### config.mk
export PLATFORM = sky130hd
export DESIGN_NAME = serial_logic_unit
export DESIGN_NICKNAME = d
export VERILOG_FILES = /design/src/rtl/serial_logic_unit.sv
export SDC_FILE = /design/constraint.sdc
export NUM_CORES = 1
export LEC_CHECK = 0
export BUFFER_PORTS_ARGS = -buffer_cell sky130_fd_sc_hd__clkbuf_2
export CORE_MARGIN = 3
export CORE_UTILIZATION = 50
export CTS_CLUSTER_SIZE = 25
export DETAILED_ROUTE_END_ITERATION = 8
export PLACE_DENSITY = 0.73
export SETUP_SLACK_MARGIN = 0.5
export SLEW_MARGIN = 10
export SYNTH_ARGS = -nofsm -noshare
export SYNTH_HDL_FRONTEND = slang
export SYNTH_SLANG_ARGS = --single-unit
### constraint.sdc
create_clock -name clk -period 2.3 [get_ports clk]
set_input_delay 0.69 -clock clk [delete_from_list [all_inputs] [get_ports clk]]
set_output_delay 0.69 -clock clk [all_outputs]
set_load 0.1 [all_outputs]
### src/rtl/serial_logic_unit.sv
// -----------------------------------------------------------------------------
// serial_logic_unit
//
// Bit-serial logic/arithmetic unit. On an accepted start the two operands and
// the opcode are latched. One bit pair per clock, LSB first, then goes through
// a 1-bit function cell (AND / OR / XOR / full-add). The completed word is
// copied to a registered result together with carry and zero flags.
//
// Ports:
//   clk        system clock, all state changes on the rising edge
//   rst        synchronous active-high reset, has priority over start
//   start      begin an operation; sampled only in IDLE or DONE
//   op         00 AND, 01 OR, 10 XOR, 11 ADD
//   a, b       WIDTH-bit operands, latched on an accepted start
//   busy       high while bits are being processed (RUN)
//   done       one-cycle pulse; result/flags are valid from this cycle on
//   result     registered result of the last completed operation
//   carry_out  final carry of ADD; 0 for the logic ops
//   zero       high when result == 0
// -----------------------------------------------------------------------------
module serial_logic_unit #(
  parameter int WIDTH = 8
) (
  input  logic             clk,
  input  logic             rst,
  input  logic             start,
  input  logic [1:0]       op,
  input  logic [WIDTH-1:0] a,
  input  logic [WIDTH-1:0] b,
  output logic             busy,
  output logic             done,
  output logic [WIDTH-1:0] result,
  output logic             carry_out,
  output logic             zero
);

  localparam int CW = $clog2(WIDTH);

  typedef enum logic [1:0] {IDLE, RUN, DONE} state_t;
  typedef enum logic [1:0] {OP_AND, OP_OR, OP_XOR, OP_ADD} op_t;

  state_t           state, state_nxt;
  op_t              sop;
  logic [WIDTH-1:0] sa, sb, wres, wres_nxt;
  logic [CW-1:0]    cnt;
  logic             c, c_nxt, bit_out;
  logic             last_bit, accept;

  // ---------------------------------------------------------------------------
  // 1-bit function cell on the current LSBs.
  // ---------------------------------------------------------------------------
  always_comb begin
    // NOTE: every signal written here gets a default first, so no path leaves
    // it unassigned and no latch is inferred.
    bit_out = 1'b0;
    c_nxt   = 1'b0;
    case (sop)
      OP_AND:  bit_out = sa[0] & sb[0];
      OP_OR:   bit_out = sa[0] | sb[0];
      OP_XOR:  bit_out = sa[0] ^ sb[0];
      OP_ADD: begin
        bit_out = sa[0] ^ sb[0] ^ c;
        c_nxt   = (sa[0] & sb[0]) | (sa[0] & c) | (sb[0] & c);
      end
      default: bit_out = 1'b0;
    endcase
  end

  // New bit enters at the MSB; after WIDTH shifts the LSB-first stream sits in
  // its natural bit positions.
  assign wres_nxt = {bit_out, wres[WIDTH-1:1]};
  assign last_bit = (cnt == CW'(WIDTH - 1));
  assign accept   = start && (state != RUN);

  // ---------------------------------------------------------------------------
  // FSM: state register
  // ---------------------------------------------------------------------------
  always_ff @(posedge clk) begin
    // NOTE: sequential state uses non-blocking assignments so every register
    // samples pre-edge values, independent of statement order.
    if (rst) state <= IDLE;
    else     state <= state_nxt;
  end

  // ---------------------------------------------------------------------------
  // FSM: next-state logic
  // ---------------------------------------------------------------------------
  always_comb begin
    state_nxt = state;
    case (state)
      IDLE:    if (start) state_nxt = RUN;
      RUN:     if (last_bit) state_nxt = DONE;
      DONE:    state_nxt = start ? RUN : IDLE;  // back-to-back start allowed
      default: state_nxt = IDLE;
    endcase
  end

  // ---------------------------------------------------------------------------
  // FSM: outputs
  // ---------------------------------------------------------------------------
  always_comb begin
    busy = (state == RUN);
    done = (state == DONE);
  end

  // ---------------------------------------------------------------------------
  // Datapath: working shift registers and the visible result registers.
  // The visible outputs move only on the completion edge or on reset, so the
  // working register never shows through during RUN.
  // ---------------------------------------------------------------------------
  always_ff @(posedge clk) begin
    if (rst) begin
      // NOTE: every register here is small control/datapath state and is
      // cleared, so an aborted operation leaves nothing behind.
      sa        <= '0;
      sb        <= '0;
      sop       <= OP_AND;
      c         <= 1'b0;
      cnt       <= '0;
      wres      <= '0;
      result    <= '0;
      carry_out <= 1'b0;
      zero      <= 1'b0;
    end else if (accept) begin
      sa   <= a;
      sb   <= b;
      sop  <= op_t'(op);
      c    <= 1'b0;
      cnt  <= '0;
      wres <= '0;
    end else if (state == RUN) begin
      sa   <= sa >> 1;
      sb   <= sb >> 1;
      wres <= wres_nxt;
      c    <= c_nxt;
      if (last_bit) begin
        cnt       <= '0;
        result    <= wres_nxt;
        carry_out <= (sop == OP_ADD) && c_nxt;
        zero      <= (wres_nxt == '0);
      end else begin
        cnt <= cnt + CW'(1);
      end
    end
  end

endmodule

* Yosys cells after proc, flatten, opt, wreduce, memory -nomap -nowiden *
Index checks and enable logic that the tools add are counted.
Widths: inputs -> output; s select.

storage, ports and cells
  bits in latches = 0
  logic and storage cells = 49
  input bits = 21
  memory bits (read-only) = 0
  memory bits (writable) = 0
  register bits after elaboration = 42
  memories = 0
  output and inout port bits = 12

operators by class
  equal/unequal tests = 9
  multiplexer cells = 11
  reduce and logical (&&, ||, !) cells = 9
  multipliers = 0
  divide/modulo/power cells = 0
  $lt $le $gt $ge = 0
  bitwise logic cells = 9
  add/subtract/negate cells = 1
  shift-type cells = 0

operators by type and width
  operator             number
  $mux 8               4
  $logic_not 8->1      1
  $eq 2x2->1 const B   3
  $pmux 2 s3           1
  $eq 2x1->1 const B   2
  $logic_not 2->1      2
  $mux 2               2
  $ne 2x1->1 const B   2
  $pmux 1 s4           1
  $add 3x1->3 const B  1
  $and 1x1->1          3
  $eq 3x3->1 const B   1
  $mux 3               1
  $or 1x1->1           3
  $reduce_and 3->1     1
  $logic_and 1x1->1    2
  $mux 1               2
  $ne 2x2->1 const B   1
  $reduce_and 2->1     1
  $reduce_bool 2->1    1
  $reduce_or 2->1      1
  $xor 1x1->1          2
  $not 1->1            1

* Logic depth before layout (Yosys ltp) *
Gate-level depths: netlist of the first run.

  word-level depth = 5
  mapped depth = 6
  gate-level depth less buffers = 5

* Worst setup path before layout of the first run *
Ideal clock, no wire load.

  path kind = flip-flop to output port
  start = reg state[1]
  end = out done
  setup slack = -0.067 ns
  data arrival time = 1.677 ns
  cell stages (with the launch flop) = 2
  required time = 1.610 ns
  cells stage by stage = dfxtp_1 -> nor2b_1

on the way
  word-level cells in the longest chain between the ends = 1

RTL lines
  item                    line  text
  from (decl)             42    state_t state, state_nxt;
  from (signal assigned)  82    else state <= state_nxt;
  $eq 2x2->1              103   done = (state == DONE);
  to (decl)               31    output logic done,

Every way passes these cells.

* Worst setup path after layout of the first run *
  start = reg state[1]
  end = out busy

on the way
  word-level cells in the longest chain between the ends = 1

RTL lines
  item        line  text
  $eq 2x1->1  102   busy = (state == RUN);
  to (decl)   30    output logic busy,

Every way passes these cells.

==> results.py, run 1 <==
metrics = {
    "pwr": {
        "vdd_drop_max_uv": 491.3,
        "cellPowerDensity_nw_per_um2": 721.7,
        "power_leakage_nw": 0.8918,
    },
    "clock_network": {
        "cts-buffers-inserted": 5,
        "cts_tree": "yes",
        "clockRootBuffer": "clkbuf_4",
        "clock_latency_ns": 0.36,
        "cts_buffer_depth": 2,
        "clk_pin_slew_ns": 0.13,
        "h-tree-depth": 2,
        "ctsHoldBuffers": 0,
        "cts.sinks": 41,
    },
    "floorplanning": {
        "core-area_um2": 3203,
        "chipHeight_um": 65.40,
        "start_util_pct": 55.08,
        "io_pins": 33,
        "row_count": 20,
        "die_area_um2": 4277,
        "chipWidth_um": 65.40,
    },
    "routing": {
        "wl_per_cell_um": 13.94,
        "vias": 1468,
        "detail-route-antenna-nets": 0,
        "dr.pass1.iters": 4,
        "drt_iter0_markers": 56,
        "drc_errors": 0,
        "viasPerCell": 5.417,
        "wirelength_mm": 3.779,
    },
    "worst_setup_path": {
        "required_ns": 1.61,
        "r2r-start": "c$_SDFFE_PP0P_",
        "slowest_stage": "dfxtp_2",
        "cp-end-kind": "output pin",
        "cp.arrival_ns": 1.12,
        "worst-path-max-fanout": 4,
        "slowest_delay_ns": 0.36,
        "crit_chain": "nand2b_4, inv_4, buf_12",
        "path_delay_family": "flip-flops",
        "path_class": "register to output pin",
        "startpoint": "state[1]$_SDFFE_PP0P_",
        "path_buf_inv": 2,
        "start_kind": "register",
    },
    "timing": {
        "slew_headroom_pct": 69.24,
        "fin_crit_sh_pct": 78.57,
        "finalSetupTns_ns": 0,
        "tightest_slew_ns": 0.4601,
        "finalCriticalPeriod_ns": 1.807,
        "rsz0062_at_grt": "true",
        "hold_violations": 0,
        "clock_skew_ns": 0.007785,
        "setup_violations": 0,
        "fmax_mhz": 553.4,
        "drv_slew": 0,
    },
    "synthesis": {
        "synth_top_family_by_area": "simple AND/OR/NAND/NOR gates",
        "synthXorXnorAreaFrac_pct": 0,
        "synth_edf_count": 0,
        "synthArstFlopShare_pct": 0,
        "synth_compound_area_share_pct": 15.18,
        "syn_nets": 221,
        "netlist_area_um2": 1764,
        "ys_ff_latch": 41,
        "ys_seq_area_share_pct": 46.52,
        "muxShareOfSynthArea_pct": 10.92,
        "synth_adder_area_share_pct": 3.972,
        "ys_warn_count": 0,
        "syn_inst": 195,
        "yosys.area_share.simple_pct": 16.88,
        "synth_flop_cell": "dfxtp_1",
        "avgSynthCellArea_um2": 9.047,
        "ys_types": 34,
    },
    "place": {
        "postPlaceCellArea_um2": 1931,
        "port_buffers": 32,
        "hpwl_mm": 2.528,
        "gp_congestion": 0.7443,
    },
    "finish": {
        "regArea_um2": 824.5,
        "fin_nets": 252,
        "diodes": 0,
        "utilization_pct": 66.02,
        "area_delta_synth_final_pct": 19.86,
        "fillCellCount": 283,
        "final_area_um2": 2115,
        "multi_input_area_um2": 843.3,
        "drive_above_1_share_pct": 23.79,
    },
    "global_routing": {
        "grt_use_total_pct": 20.00,
        "grt-ovfl-total": 0,
        "antenna_found_initial": 0,
        "grt_start_max_net_pins": 46,
        "grt_pass1_vias": 1405,
        "grt_first_pass_wirelength_mm": 6.506,
    },
    "run_status": {
        "outcome": "completed",
    },
    "hold_path": {
        "hold_path.startpoint": "carry_out$_SDFFE_PP0P_",
        "hp-class": "register to register",
    },
    "job": {
        "cap_violations": 0,
    },
}
-- routing by layer --
layer	up-vias	GRT usage, %	routed length [um]	part of all wire [%]
met4	0	9.585	109	2.9
met2	40	31.35	1814	48
met3	11	6.325	195	5.2
li1	735	-	-	-
met1	682	24.81	1659	44
met5	-	0	0	0
-- power by group --
part | total [mW] | internal, mW | switching [mW]
clock network | 0.584 | 0.336 | 0.247
registers | 0.768 | 0.742 | 0.0257
logic | 0.175 | 0.0760 | 0.0990
-- registers in the layout, summed over array words and instances, names as in the netlist --
name,count
sop,2
sa,8
zero,1
state,2
carry_out,1
c,1
cnt,3
result,8
wres,7
sb,8
-- synth_stat cells (2+ instances only) --
cell type | count | area [um2]
buf_2 | 9 | 45.04
buf_4 | 2 | 15.01
mux2i_1 | 17 | 170.2
o21ai_0 | 2 | 10.01
or3_1 | 2 | 12.51
dfxtp_1 | 41 | 820.8
nand3_1 | 2 | 10.01
nor2_1 | 17 | 63.81
ha_1 | 4 | 50.05
a21oi_1 | 20 | 100.1
a211oi_1 | 14 | 105.1
inv_1 | 6 | 22.52
nor3_1 | 3 | 15.01
nand3b_1 | 2 | 15.01
nand2_1 | 34 | 127.6
nand4_1 | 2 | 12.51
-- path summary, 6_finish.rpt --
check / end / slack, ns / cells past startpoint
worst min register to register: carry_out$_SDFFE_PP0P_ / 0.47 / 2
worst max register to register: zero$_SDFFE_PP0P_ / 0.54 / 4
worst min-delay path: carry_out$_SDFFE_PP0P_ / 0.47 / 2
worst max-delay path: busy / 0.49 / 3
-- metrics by stage --
stage               total power [mW]  setup slack [ns]  instances  hold slack, ns
global route                   1.596            0.4508        271          0.4976
detailed placement            0.9461            0.5576        260          0.4503
CTS                            1.535            0.4762        269          0.4675
floorplan                     0.9020            0.4591        195          0.4400
finish                         1.526            0.4929        271          0.4659
global placement              0.9346            0.6073        260          0.4431
-- timing repair --
| action | 4_1_cts | 5_1_grt |
|---|---|---|
| endpoints found under the hold margin | 0 | 0 |
| setup buffers | 1 | 2 |
| resized for setup | 16 | 7 |
| gates cloned | 0 | 0 |
| setup endpoints to repair | 12 | 7 |
-- cells in the final DEF, fill, tap and decap left out, drive strengths merged, types with 2 or more instances in the layout --
master / n
nand4: 2
nor2: 17
a211oi: 14
nor3: 3
inv: 7
nand2: 34
dfxtp: 41
a21oi: 20
bufinv: 2
mux2i: 17
o21ai: 2
nand3: 2
nand3b: 2
clkbuf: 32
buf: 11
ha: 4
or3: 2
-- final cells by class --
| cell class | instances | share of cell area (%) |
|---|---|---|
| Clock inverter | 3 | 3.077 |
| Tap cell | 44 | 2.604 |
| Inverter | 7 | 1.361 |
| Multi-Input combinational cell | 133 | 39.88 |
| Timing Repair Buffer | 38 | 12.31 |
| Clock buffer | 5 | 1.775 |
| Sequential cell | 41 | 38.99 |
-- worst min-delay path, stage by stage (launching register included) --
cell	delay (ns)
dfxtp_1	0.33
nand2_1	0.05
a21oi_1	0.05
-- cell families after synthesis --
group           Yosys count
simple gates             68
compound gates           42
flops                    41
buf+inv                  21
mux                      18
fa+ha+maj                 5
Note: power is estimated with default switching activity, not from simulation.
==> inputs of run 2 (changes only) <==
Settings changed: ABC_AREA from default to 1.
Clock period 2.3 ns to 1.7 ns, I/O delays scaled along.
==> run 2 against run 1 <==
Effect of this change: clock-buffer cell count rose by 2; core utilization up 5.6 points; area after synthesis is 1.9% higher; synthesized cell count rose by 26%; critical endpoint unchanged; largest cell class is now sequential cells.
==> results.py, run 2 <==
metrics = {
    "clock_network": {
        "h-tree-depth": 2,
        "cts_buffer_depth": 2,
        "cts.sinks": 41,
        "cts-buffers-inserted": 5,
        "clk_pin_slew_ns": 0.11,
        "clockRootBuffer": "clkbuf_4",
        "cts_tree": "yes",
        "clock_latency_ns": 0.36,
    },
    "pwr": {
        "power_leakage_nw": 1.172,
        "vdd_drop_max_uv": 607.9,
        "total_power_mw": 1.933,
        "cellPowerDensity_nw_per_um2": 796.0,
    },
    "synthesis": {
        "synth.most_common_cell": "nand2_1",
        "ys_ff_latch": 41,
        "ys_types": 23,
        "ys_top_cells_by_area": "dfxtp_1 46%, nand2_1 16%, inv_1 7.3%",
        "syn_inst": 246,
        "avgSynthCellArea_um2": 7.309,
        "netlist_area_um2": 1798,
        "synth_edf_count": 0,
        "ys_seq_area_share_pct": 45.65,
        "synth_top_cell_by_area": "dfxtp_1",
        "synth_top_cells_by_count": "77 x nand2_1, 41 x dfxtp_1, 35 x inv_1, 16 x nand3_1",
        "netlist.area_leader.share_pct": 45.65,
        "synthArstFlopShare_pct": 0,
        "ys_warn_count": 0,
        "syn_nets": 272,
        "synth_flop_cell": "dfxtp_1",
    },
    "timing": {
        "fmax_mhz": 616.7,
        "drv_slew": 0,
        "rsz0062_at_grt": "true",
        "setup_violations": 0,
        "hold_violations": 0,
        "finalSetupTns_ns": 0,
        "tightest_slew_ns": 0.2218,
        "slew_headroom_pct": 85.16,
        "clock_skew_ns": 0.007919,
        "finalCriticalPeriod_ns": 1.621,
        "fin_crit_sh_pct": 95.38,
    },
    "floorplanning": {
        "die_area_um2": 4351,
        "chipWidth_um": 65.97,
        "io_pins": 33,
        "row_count": 21,
        "core-area_um2": 3390,
        "chipHeight_um": 65.97,
        "start_util_pct": 53.05,
    },
    "routing": {
        "drc_errors": 0,
        "wirelength_mm": 4.187,
        "dr.pass1.iters": 4,
        "vias": 1655,
        "wl_per_cell_um": 12.50,
        "detail-route-antenna-nets": 0,
        "drt_iter0_markers": 95,
        "viasPerCell": 4.940,
    },
    "finish": {
        "top_regs": "result (8), sa (8), sb (8)",
        "drive_above_1_share_pct": 27.68,
        "area_delta_synth_final_pct": 35.07,
        "fillCellCount": 269,
        "final_common_cell": "nand2_1",
        "final_area_um2": 2429,
        "regArea_um2": 844.6,
        "diodes": 0,
        "fin_nets": 314,
        "final_cells": 335,
        "utilization_pct": 71.65,
        "final_cell_mix": "77 x nand2_1, 32 x inv_1, 26 x dfxtp_1",
        "multi_input_area_um2": 795.8,
    },
    "global_routing": {
        "grt_use_total_pct": 21.25,
        "grt-ovfl-total": 0,
        "grt_pass1_vias": 1571,
        "antenna_found_initial": 0,
        "grt_start_max_net_pins": 20,
        "grt_first_pass_wirelength_mm": 7.072,
    },
    "worst_setup_path": {
        "path_class": "register to output pin",
        "required_ns": 1.19,
        "worst-r2r-setup-slack_ns": 0.31,
        "cp-end-kind": "output pin",
        "cp.arrival_ns": 1.11,
        "slowest_delay_ns": 0.40,
        "start_kind": "register",
        "worst-path-max-fanout": 3,
        "crit_chain": "inv_4, nor2_4, buf_12",
        "slowest_stage": "dfxtp_4",
    },
    "hold_path": {
        "hp-class": "primary input to register",
    },
    "place": {
        "postPlaceCellArea_um2": 2066,
        "hpwl_mm": 2.775,
        "placed_cells": 321,
        "port_buffers": 32,
        "gp_congestion": 0.7940,
    },
    "run_status": {
        "outcome": "completed",
    },
    "job": {
        "cap_violations": 0,
    },
}
==> run 2: changes by cell type after synthesis, moves of 3 or more <==
cell,before,now
nand2_1,34,77
inv_1,6,35
mux2i_1,17,0
nand3_1,2,16
a211oi_1,14,1
o21ai_0,2,14
o211ai_1,1,8
a21oi_1,20,15
buf_2,9,4
nor3_1,3,0
==> run 2: layer usage <==
layer  vias to the layer above  global-route usage [%]  part of all wire [%]
li1                        848                       -                     -
met2                        32                   35.92                    51
met4                         0                   3.807                  0.91
met3                         4                   6.463                   4.9
met5                         -                       0                     0
met1                       771                   26.96                    44
==> run 2: path summary, 6_finish.rpt <==
path	start	to	cells after the start
setup reg to reg	state[1]$_SDFFE_PP0P_	result[2]$_SDFFE_PP0P_	9
setup / recovery	state[0]$_SDFFE_PP0P_	busy	3
hold reg to reg	sb[7]$_SDFFE_PP0P_	sb[7]$_SDFFE_PP0P_	2
hold / removal	b[7]	sb[7]$_SDFFE_PP0P_	3
==> run 2: final cells by class <==
cell class,count,area share (%)
Clock buffer,7,2.267
Tap cell,46,2.370
Multi-Input combinational cell,157,32.77
Clock inverter,1,1.236
Sequential cell,41,34.78
Inverter,40,6.595
Timing Repair Buffer,43,19.99
==> run 2: kinds of logic (layout without fill, tap and decap cells) <==
| group | count (synthesis) | in the layout | share of synthesized area (%) |
|---|---|---|---|
| AOI/OAI and AO/OA | 39 | 39 | 12.53 |
| adders and majority gates | 5 | 5 | 3.897 |
| buffers and inverters | 48 | 91 | 11.48 |
| DFF | 41 | 41 | 45.65 |
| and+or+nand+nor | 113 | 113 | 26.44 |
==> run 2: worst max-delay path: cells and delay by family, from the launching register on <==
| kind | cells | cell delay [ns] |
|---|---|---|
| flops | 1 | 0.40 |
| simple gates | 1 | 0.12 |
| buf+inv | 2 | 0.23 |
==> run 2: timing repair <==
item	in CTS	in global routing
setup buffers	3	3
cloned	0	0
setup endpoints to repair	50	53
endpoints found under the hold margin	0	0
pin swaps	3	1
gates resized for setup	39	3
hold buffers	0	0
==> run 2: through the flow <==
stage / setup WS, ns / hold WS [ns]
final: 0.07857 / 0.3734
after global routing: 0.03654 / 0.3919
after CTS: 0.06973 / 0.3663
after detailed placement: 0.3080 / 0.4557
after global placement: 0.3117 / 0.4504
after floorplan: 0.2685 / 0.4330
==> run 2: report_power, final <==
group	internal [mW]	total, mW	switching (mW)	leakage, nW
Clock	0.351	0.667	0.315	0.0455
Sequential	0.994	1.02	0.0231	0.342
Combinational	0.0955	0.249	0.153	0.785
Total	1.44	1.93	0.492	1.17
==> inputs of run 3 (changes only) <==
Clock period 1.7 ns to 1.77 ns, I/O delays scaled along.
==> run 3 against run 2 <==
Effect of this change: global-route usage is 1.2 points higher; sequential power is 4% lower; critical path depth stayed put; clock-buffer cell count is 1 lower; routed wire length is 7.0% higher; flip-flop and latch count stayed put; power is 3.0% lower; cell area is 1.4% higher; largest cell class unchanged; largest power group unchanged.
==> results.py, run 3 (synthesized netlist as in run 2, its figures left out) <==
metrics = {
    "run_status": {
        "outcome": "completed",
    },
    "routing": {
        "drt_iter0_markers": 117,
        "wirelength_mm": 4.480,
        "detail-route-antenna-nets": 0,
        "wl_per_cell_um": 13.37,
        "dr.pass1.iters": 4,
        "drc_errors": 0,
        "viasPerCell": 5.069,
        "vias": 1698,
    },
    "pwr": {
        "vdd_drop_max_uv": 521.6,
        "power_leakage_nw": 1.186,
        "cellPowerDensity_nw_per_um2": 761.2,
        "total_power_mw": 1.874,
    },
    "finish": {
        "top_regs": "result (8), sa (8), sb (8)",
        "fin_nets": 314,
        "final_common_cell": "nand2_1",
        "diodes": 0,
        "final_area_um2": 2462,
        "final_cell_mix": "76 x nand2_1, 32 x inv_1, 25 x dfxtp_1",
        "area_delta_synth_final_pct": 36.95,
        "drive_above_1_share_pct": 30.80,
    },
    "timing": {
        "rsz0062_at_grt": "true",
        "finalCriticalPeriod_ns": 1.619,
        "fmax_mhz": 617.5,
        "hold_violations": 0,
        "fin_crit_sh_pct": 91.49,
        "slew_headroom_pct": 86.05,
        "tightest_slew_ns": 0.2079,
        "setup_violations": 0,
        "finalSetupTns_ns": 0,
        "drv_slew": 0,
        "clock_skew_ns": 0.009079,
    },
    "floorplanning": {
        "io_pins": 33,
        "start_util_pct": 53.05,
        "chipWidth_um": 65.97,
        "core-area_um2": 3390,
        "chipHeight_um": 65.97,
        "row_count": 21,
        "die_area_um2": 4351,
    },
    "global_routing": {
        "grt_use_total_pct": 22.48,
        "grt_pass1_vias": 1601,
        "grt_first_pass_wirelength_mm": 7.348,
        "grt-ovfl-total": 0,
        "grt_start_max_net_pins": 20,
        "antenna_found_initial": 0,
    },
    "place": {
        "port_buffers": 32,
        "gp_congestion": 0.7461,
        "hpwl_mm": 2.686,
        "postPlaceCellArea_um2": 2066,
    },
    "clock_network": {
        "clk_pin_slew_ns": 0.12,
        "cts_tree": "yes",
        "clockRootBuffer": "clkbuf_4",
        "ctsHoldBuffers": 0,
        "cts.sinks": 41,
        "clock_latency_ns": 0.36,
        "h-tree-depth": 2,
        "cts-buffers-inserted": 5,
        "cts_buffer_depth": 2,
    },
    "worst_setup_path": {
        "required_ns": 1.24,
        "slowest_stage": "dfxtp_4",
        "slowest_delay_ns": 0.40,
        "start_kind": "register",
        "cp-end-kind": "output pin",
        "cp.arrival_ns": 1.09,
        "worst-path-max-fanout": 3,
        "path_class": "register to output pin",
        "crit_chain": "inv_4, nor2_4, buf_12",
    },
    "hold_path": {
        "hp-class": "primary input to register",
    },
    "job": {
        "cap_violations": 0,
    },
}
run 3: changes by cell type in the layout (fill, tap and decap cells not counted), moves of 2 or more:
cell,delta
inv_4,+2
nand3_1,-2
inv_2,-2
nand3_2,+2
o21ai_0,-3
o21ai_2,+2
run 3: timing repair:
item	in CTS	in global routing
buffers inserted	2	3
setup endpoints to repair	41	34
pin swaps	5	7
resized for setup	41	24
run 3: per-layer routing:
| layer | up-vias | share of wire [%] | global-route usage [%] |
|---|---|---|---|
| li1 | 851 | - | - |
| met2 | 45 | 51 | 36.55 |
| met4 | 0 | 1.9 | 7.614 |
| met3 | 10 | 5.2 | 6.803 |
| met1 | 792 | 42 | 28.25 |
| met5 | - | 0 | 0 |
run 3: final timing paths:
check | start | to | slack [ns] | cells past startpoint
worst max-delay path | state[0]$_SDFFE_PP0P_ | busy | 0.15 | 3
worst min-delay path | a[7] | sa[7]$_SDFFE_PP0P_ | 0.40 | 3
worst max register to register | c$_SDFFE_PP0P_ | zero$_SDFFE_PP0P_ | 0.34 | 6
worst min register to register | sb[7]$_SDFFE_PP0P_ | sb[7]$_SDFFE_PP0P_ | 0.47 | 2
run 3: cell type report:
type / count / area (um2)
inverters: 40 / 165.2
multi-input cells: 157 / 827.0
clock buffers: 6 / 51.30
clock inverters: 2 / 37.54
flip-flops and latches: 41 / 848.3
repair buffers: 43 / 475.5
fillers: 249 / 927.1
well taps: 46 / 57.56
run 3: critical path: cells and delay by family, from the launching register on:
family                 cells  cell delay (ns)
DFF                        1             0.40
buffers and inverters      2             0.22
and+or+nand+nor            1             0.11
run 3: where the power goes:
group          switching, mW  internal [mW]
Combinational          0.154         0.0941
Clock                  0.314          0.336
Sequential            0.0231          0.954
Total                  0.491           1.38
run 3: per-stage QoR:
stage / instances / utilization, % / setup slack [ns] / hold slack, ns
global route: 335 / 72.65 / 0.08550 / 0.3827
CTS: 332 / 70.03 / 0.1238 / 0.3794
finish: 335 / 72.65 / 0.1505 / 0.4000
detailed placement: 322 / 60.95 / 0.3292 / 0.4564
floorplan: 246 / - / 0.3175 / 0.4330
global placement: 322 / 60.95 / 0.3520 / 0.4511
